==> config.mk <==
export PLATFORM = sky130hd
export DESIGN_NAME = px_clint
export DESIGN_NICKNAME = d
export VERILOG_FILES = /design/src/rtl/px_clint_pkg.sv /design/src/rtl/px_clint_sync.sv /design/src/rtl/px_clint.sv
export SDC_FILE = /design/constraint.sdc
export NUM_CORES = 1
export LEC_CHECK = 0
export ABC_AREA = 1
export CAP_MARGIN = 0
export CORE_MARGIN = 5
export CORE_UTILIZATION = 50
export DETAILED_ROUTE_END_ITERATION = 10
export PLACE_DENSITY_LB_ADDON = 0.2
export SLEW_MARGIN = 5
export SYNTH_ARGS = -nofsm -noshare
export SYNTH_HDL_FRONTEND = slang
export SYNTH_SLANG_ARGS = --single-unit
==> constraint.sdc <==
create_clock -name clk -period 1.95 [get_ports clk]
set_input_delay 0.39 -clock clk [delete_from_list [all_inputs] [get_ports clk]]
set_output_delay 0.39 -clock clk [all_outputs]
set_load 0.1 [all_outputs]
==> src/rtl/px_clint_pkg.sv <==
// Shared definitions for px_clint: register offsets, reset constants, bus FSM
// states and the byte-lane merge helper.
package px_clint_pkg;

    localparam logic [4:0] OFF_MSIP        = 5'h00;
    localparam logic [4:0] OFF_EXT_EN      = 5'h04;
    localparam logic [4:0] OFF_MTIMECMP_LO = 5'h08;
    localparam logic [4:0] OFF_MTIMECMP_HI = 5'h0C;
    localparam logic [4:0] OFF_MTIME_LO    = 5'h10;
    localparam logic [4:0] OFF_MTIME_HI    = 5'h14;
    localparam logic [4:0] OFF_EXT_PEND    = 5'h18;
    localparam logic [4:0] OFF_UNMAPPED    = 5'h1C;

    localparam logic [63:0] MTIMECMP_RST = 64'hFFFF_FFFF_FFFF_FFFF;

    typedef enum logic [1:0] {
        ST_IDLE = 2'd0,
        ST_RESP = 2'd1,
        ST_HOLD = 2'd2
    } bus_state_t;

    // be[b] selects byte b of new_val, otherwise the old byte is kept.
    function automatic logic [31:0] lane_merge(input logic [31:0] old_val,
                                               input logic [31:0] new_val,
                                               input logic [3:0]  be);
        logic [31:0] res;
        res = old_val;
        for (int b = 0; b < 4; b++) begin
            if (be[b]) res[8*b +: 8] = new_val[8*b +: 8];
        end
        return res;
    endfunction

endpackage

==> src/rtl/px_clint_sync.sv <==
// One-bit two-flop synchronizer with rising-edge detect on the synchronized value.
module px_clint_sync (
    input  logic clk,
    input  logic rst,
    input  logic async_in,
    output logic rise
);

    logic [2:0] sh;

    always_ff @(posedge clk or negedge rst) begin
        if (!rst) sh <= '0;
        else      sh <= {sh[1:0], async_in};
    end

    assign rise = sh[1] & ~sh[2];

endmodule

==> src/rtl/px_clint.sv <==
// Memory-mapped timer / software / external interrupt source on the px_rv32
// native bus. Interrupt outputs are registered levels.
module px_clint
    import px_clint_pkg::*;
#(
    parameter logic [31:0] BASE_ADDR = 32'hF000_0000,
    parameter int          PRESCALE  = 1,
    parameter int          NUM_EXT   = 8
) (
    input  logic               clk,
    input  logic               rst,
    input  logic [31:0]        addr,
    input  logic [31:0]        data_i,
    output logic [31:0]        data_o,
    input  logic               rd_n,
    input  logic               wr_n,
    input  logic               l8,
    input  logic               l16,
    input  logic               h24,
    input  logic               h32,
    output logic               rdy,
    output logic               acc_fault,
    input  logic [NUM_EXT-1:0] ext_irq,
    output logic               timer_int,
    output logic               soft_int,
    output logic               ext_int,
    output bus_state_t         bus_state
);

    localparam logic [15:0] PRESC_LAST = 16'(PRESCALE - 1);

    // Handshake: a strobe seen low in IDLE is answered by exactly one rdy
    // cycle (acc_fault alongside on a fault); the master keeps the strobe low
    // until rdy, and the FSM waits in HOLD until both strobes are high again.
    bus_state_t state, state_nx;

    logic [4:0]  off;
    logic [3:0]  be;
    logic        in_win, fault, accept, wr_en;
    logic [31:0] rd_val;

    logic               msip;
    logic [NUM_EXT-1:0] ext_en, ext_pend, ext_rise, pend_clr;
    logic [63:0]        mtimecmp, mtime;
    logic [15:0]        presc;

    assign off    = addr[4:0];
    assign be     = {h32, h24, l16, l8};
    assign in_win = (addr[31:5] == BASE_ADDR[31:5]);
    assign fault  = (off == OFF_UNMAPPED) || (!rd_n && !wr_n) || (addr[1:0] != 2'b00);
    assign accept = (state == ST_IDLE) && in_win && (!rd_n || !wr_n);
    assign wr_en  = accept && !fault && !wr_n;
    assign bus_state = state;

    always_ff @(posedge clk or negedge rst) begin
        if (!rst) state <= ST_IDLE;
        else      state <= state_nx;
    end

    always_comb begin
        state_nx = state;
        case (state)
            ST_IDLE: if (accept) state_nx = ST_RESP;
            ST_RESP: state_nx = ST_HOLD;
            ST_HOLD: if (rd_n && wr_n) state_nx = ST_IDLE;
            default: state_nx = ST_IDLE;
        endcase
    end

    always_comb begin
        rd_val = '0;
        case (off)
            OFF_MSIP:        rd_val = {31'b0, msip};
            OFF_EXT_EN:      rd_val = {{(32-NUM_EXT){1'b0}}, ext_en};
            OFF_MTIMECMP_LO: rd_val = mtimecmp[31:0];
            OFF_MTIMECMP_HI: rd_val = mtimecmp[63:32];
            OFF_MTIME_LO:    rd_val = mtime[31:0];
            OFF_MTIME_HI:    rd_val = mtime[63:32];
            OFF_EXT_PEND:    rd_val = {{(32-NUM_EXT){1'b0}}, ext_pend};
            default:         rd_val = '0;
        endcase
    end

    // Response is registered at the accepting edge, so it lands in RESP.
    always_ff @(posedge clk or negedge rst) begin
        if (!rst) begin
            rdy       <= 1'b0;
            acc_fault <= 1'b0;
            data_o    <= '0;
        end else begin
            rdy       <= accept;
            acc_fault <= accept && fault;
            data_o    <= (accept && !fault && !rd_n) ? rd_val : '0;
        end
    end

    // NUM_EXT never exceeds 8, so only lane 0 carries EXT_EN / EXT_PEND bits.
    assign pend_clr = (wr_en && off == OFF_EXT_PEND && l8) ? data_i[NUM_EXT-1:0] : '0;

    always_ff @(posedge clk or negedge rst) begin
        if (!rst) begin
            msip     <= 1'b0;
            ext_en   <= '0;
            ext_pend <= '0;
            mtimecmp <= MTIMECMP_RST;
        end else begin
            if (wr_en && off == OFF_MSIP && l8)   msip   <= data_i[0];
            if (wr_en && off == OFF_EXT_EN && l8) ext_en <= data_i[NUM_EXT-1:0];
            if (wr_en && off == OFF_MTIMECMP_LO)
                mtimecmp[31:0] <= lane_merge(mtimecmp[31:0], data_i, be);
            if (wr_en && off == OFF_MTIMECMP_HI)
                mtimecmp[63:32] <= lane_merge(mtimecmp[63:32], data_i, be);
            ext_pend <= (ext_pend & ~pend_clr) | ext_rise;
        end
    end

    // A bus write to either mtime half suppresses that cycle's increment.
    always_ff @(posedge clk or negedge rst) begin
        if (!rst) begin
            mtime <= '0;
            presc <= '0;
        end else if (wr_en && off == OFF_MTIME_LO) begin
            mtime[31:0] <= lane_merge(mtime[31:0], data_i, be);
            presc       <= '0;
        end else if (wr_en && off == OFF_MTIME_HI) begin
            mtime[63:32] <= lane_merge(mtime[63:32], data_i, be);
            presc        <= '0;
        end else if (presc == PRESC_LAST) begin
            mtime <= mtime + 64'd1;
            presc <= '0;
        end else begin
            presc <= presc + 16'd1;
        end
    end

    always_ff @(posedge clk or negedge rst) begin
        if (!rst) begin
            timer_int <= 1'b0;
            soft_int  <= 1'b0;
            ext_int   <= 1'b0;
        end else begin
            timer_int <= (mtime >= mtimecmp);
            soft_int  <= msip;
            ext_int   <= |(ext_pend & ext_en);
        end
    end

    for (genvar i = 0; i < NUM_EXT; i++) begin : g_sync
        px_clint_sync u_sync (
            .clk      (clk),
            .rst      (rst),
            .async_in (ext_irq[i]),
            .rise     (ext_rise[i])
        );
    end

endmodule
==> impl_metrics.env <==
export IMPL_status="finished, violations left"
export IMPL_failed_checks="setup timing"
export IMPL_synth_top_cells_by_area="dfrtp_1, nand2_1, dfstp_2"
export IMPL_grt_pass1_wl_um=77470
export IMPL_pwr_share_comb=0.053
export IMPL_arrival_ns=2.57
export IMPL_clk_pin_slew_ns=0.06
export IMPL_cts_max_path_buffers=3
export IMPL_dr_pass1_iters=5
export IMPL_syn_area_um2=14280
export IMPL_rows=61
export IMPL_finalClockSkew_ns=0.01578
export IMPL_dp_hpwl_um=38570
export IMPL_synthAdderAreaFrac=0.05872
export IMPL_dieHeight_um=179.0
export IMPL_crit_family="simple AND/OR/NAND/NOR gates"
export IMPL_seq_power_share=0.445
export IMPL_ys_async_sr_fraction=1.000
export IMPL_clock_fmax_mhz=483.0
export IMPL_synthXorXnorAreaFrac=0.02393
export IMPL_ys_warn_count=0
export IMPL_endpoint="mtime[17]$_DFFE_PN0P_"
export IMPL_htreeDepth=1
export IMPL_grt_max_degree=48
export IMPL_p_switching_mw=2.415
export IMPL_ff2ff_setup_slack_ns=-0.12
export IMPL_timing_critical_path_mode_cell="nand2_2"
export IMPL_portBuffers=118
export IMPL_antennaDiodeCount=0
export IMPL_wl_um=50100
export IMPL_cp_end_kind="register"
export IMPL_reg2regPathDepth=13
export IMPL_yosys_area_share_simple=0.3316
export IMPL_cts_tree="yes"
export IMPL_startpoint="bus_state[0]$_DFFE_PN0P_"
export IMPL_area_growth_syn_to_layout_pct=35.90
export IMPL_drive_above_1_share=0.2439
export IMPL_synth_top_area_frac=0.2805
export IMPL_gp_congestion=0.9918
export IMPL_placedCellCount=2694
export IMPL_worstMarginPinSlew_ns=0.5999
export IMPL_hold_viol_final=0
export IMPL_synth_mux_area_frac=0
export IMPL_vias=14848
export IMPL_ir_worst_vdd_uv=587.7
export IMPL_initial_core_util=0.5097
export IMPL_clock_latency_ns=0.56
export IMPL_p_clk_frac=0.501
export IMPL_synthesis_instances=2011
export IMPL_cp_num_cells=13
export IMPL_cts_sinks=224
export IMPL_synth_fp_nets=2158
export IMPL_yosysSeqAreaShare=0.3982
export IMPL_power_density_nw_per_um2=543.8
export IMPL_slew_headroom=0.5988
export IMPL_num_fill_cells=2343
export IMPL_drc=0
export IMPL_antenna_found_initial=0
export IMPL_min_period_over_period=1.062
export IMPL_min_period_ns=2.070
export IMPL_slew_viol_final=0
export IMPL_ios=119
export IMPL_synth_top_family_by_area="simple AND/OR/NAND/NOR gates"
export IMPL_ys_types=46
export IMPL_crit_chain="nor2_4 > nand2_2 > nor2_4 > nand2_2 > nor2_4 > nand4_4 > buf_6 > nand3_4 > buf_12 > nand2_8 > nand2_2 > nand2_2 > inv_2"
export IMPL_dominantRegCellSynth="dfrtp_1"
export IMPL_fp_dieW_um=179.0
export IMPL_synthMostInstantiatedCell="nand2_1"
export IMPL_ant_nets=0
export IMPL_holdWs_ns=0.2728
export IMPL_grt_overflow_total=0
export IMPL_final_cells=2756
export IMPL_routed_via_density=5.388
export IMPL_startpoint_type="register"
export IMPL_final_net_count=2505
export IMPL_drt_iter0_drc=1203
export IMPL_worst_slack_ns=-0.1203
export IMPL_reg2reg_from="bus_state[0]$_DFFE_PN0P_"
export IMPL_critPathKind="register to register"
export IMPL_cts_buffers=26
export IMPL_synth_seq_cells=224
export IMPL_dieArea_um2=32030
export IMPL_crit_path_top_delay_cell="dfrtp_4"
export IMPL_worstPathMaxFanout=8
export IMPL_cp_required_ns=2.45
export IMPL_min_path_type="input pin to register"
export IMPL_grt_use_total=0.3079
export IMPL_p_sw_frac=0.2289
export IMPL_cts_root_buffer="clkbuf_16"
export IMPL_p_int_mw=8.135
export IMPL_avgSynthCellArea_um2=7.099
export IMPL_setup_viol=115
export IMPL_leakage_nw=9.157
export IMPL_grt_pass1_vias=14654
export IMPL_core_um2=28010
export IMPL_synth_compound_area_share=0.09711
export IMPL_max_cap_violations=0
export IMPL_synth_top_cell_by_area="dfrtp_1"
export IMPL_reg2reg_to="mtime[17]$_DFFE_PN0P_"
export IMPL_synthTopCellsByCount="nand2_1, inv_1, nor2_1, dfrtp_1, nand3_1"
export IMPL_synth_edff_count=0
export IMPL_slowest_delay_ns=0.49
export IMPL_post_drt_wl_per_cell_um=18.18
export IMPL_grt_setup_unrepaired="true"
export IMPL_path_buf_inv=3
## cell type report
class | instances | area, um2 | share of cell area
repair buffers | 358 | 3339 | 0.1721
flip-flops and latches | 224 | 5709 | 0.2943
clock inverters | 14 | 191.4 | 0.009867
inverters | 282 | 1064 | 0.05482
multi-input cells | 1466 | 7884 | 0.4064
clock buffers | 34 | 740.7 | 0.03818
well taps | 378 | 473.0 | 0.02438
## power by group through the flow
stage          Clock (mW)  Sequential, mW  Combinational (mW)
2_1_floorplan           0            4.80               0.102
3_5_place_dp            0            4.78               0.545
5_1_grt              5.53            4.70               0.610
4_1_cts              5.36            4.70               0.555
3_3_place_gp            0            4.77               0.537
6_report             5.29            4.70               0.564
## cells in the final DEF, fill, tap and decap left out, types with 19 or more instances in the layout
cell type / n
dfstp_2: 64
xor2_1: 36
nor2_1: 187
clkdlybuf4s50_1: 78
a21oi_1: 45
nand3_1: 88
nand4_1: 32
a41oi_1: 22
clkbuf_16: 28
inv_1: 267
nand2_2: 44
buf_12: 26
buf_4: 229
nand2_1: 651
o21ai_2: 20
nor2_2: 29
buf_6: 19
dfrtp_1: 145
o21ai_0: 49
ha_1: 66
o21ai_1: 79
## state kept, by name (all words and copies together), names as in the netlist
signal            count
ext_pend              8
data_o               32
presc                16
timer_int             1
mtime                64
rdy                   1
bus_state             2
acc_fault             1
msip                  1
ext_en                8
mtimecmp             64
soft_int              1
ext_int               1
g_sync.u_sync.sh     24
## through the flow
stage | setup slack, ns | util | power, mW | cell area [um2] | TNS, ns
final | -0.1203 | 0.6926 | 10.55 | 19400 | -5.535
after detailed placement | -0.5470 | 0.6299 | 5.321 | 17640 | -78.80
after global placement | -0.5164 | 0.6299 | 5.312 | 17640 | -74.32
after floorplan | -0.08403 | - | 4.903 | 14340 | -1.562
after global routing | -0.2241 | 0.6926 | 10.84 | 19400 | -19.16
after CTS | -0.09403 | 0.6728 | 10.61 | 18850 | -3.766
## metal layers
layer,track usage,vias up,share of wire
met1,0.4304,7046,0.43
met5,0,-,0
met4,0.09434,0,0.036
li1,-,7095,-
met2,0.4991,590,0.46
met3,0.04218,117,0.079
## how the worst min path moves through the flow
stage | start | to | cells after the start
2_1_floorplan | rst | acc_fault$_DFF_PN0_ | 0
3_3_place_gp | rst | g_sync[2].u_sync.sh[1]$_DFF_PN0_ | 1
3_5_place_dp | rst | g_sync[2].u_sync.sh[2]$_DFF_PN0_ | 1
4_1_cts | ext_irq[4] | g_sync[4].u_sync.sh[0]$_DFF_PN0_ | 1
5_1_grt | ext_irq[6] | g_sync[6].u_sync.sh[0]$_DFF_PN0_ | 1
6_report | ext_irq[3] | g_sync[3].u_sync.sh[0]$_DFF_PN0_ | 1
## cell families (layout without fill, tap and decap cells)
| group | after synthesis | count (layout) |
|---|---|---|
| simple gates | 1115 | 1116 |
| buf+inv | 322 | 688 |
| compound gates | 244 | 244 |
| flops | 224 | 224 |
| fa+ha+maj | 67 | 67 |
| xor+xnor | 39 | 39 |
## timing repair
action | 4_1_cts | 5_1_grt
resized for setup | 55 | 134
setup endpoints to repair | 107 | 172
pin swaps | 17 | 32
cloned | 1 | 3
endpoints found under the hold margin | 33 | 0
hold buffers | 1 | 0
setup buffers | 3 | 6
No activity file was read; power rests on OpenSTA's default activity.
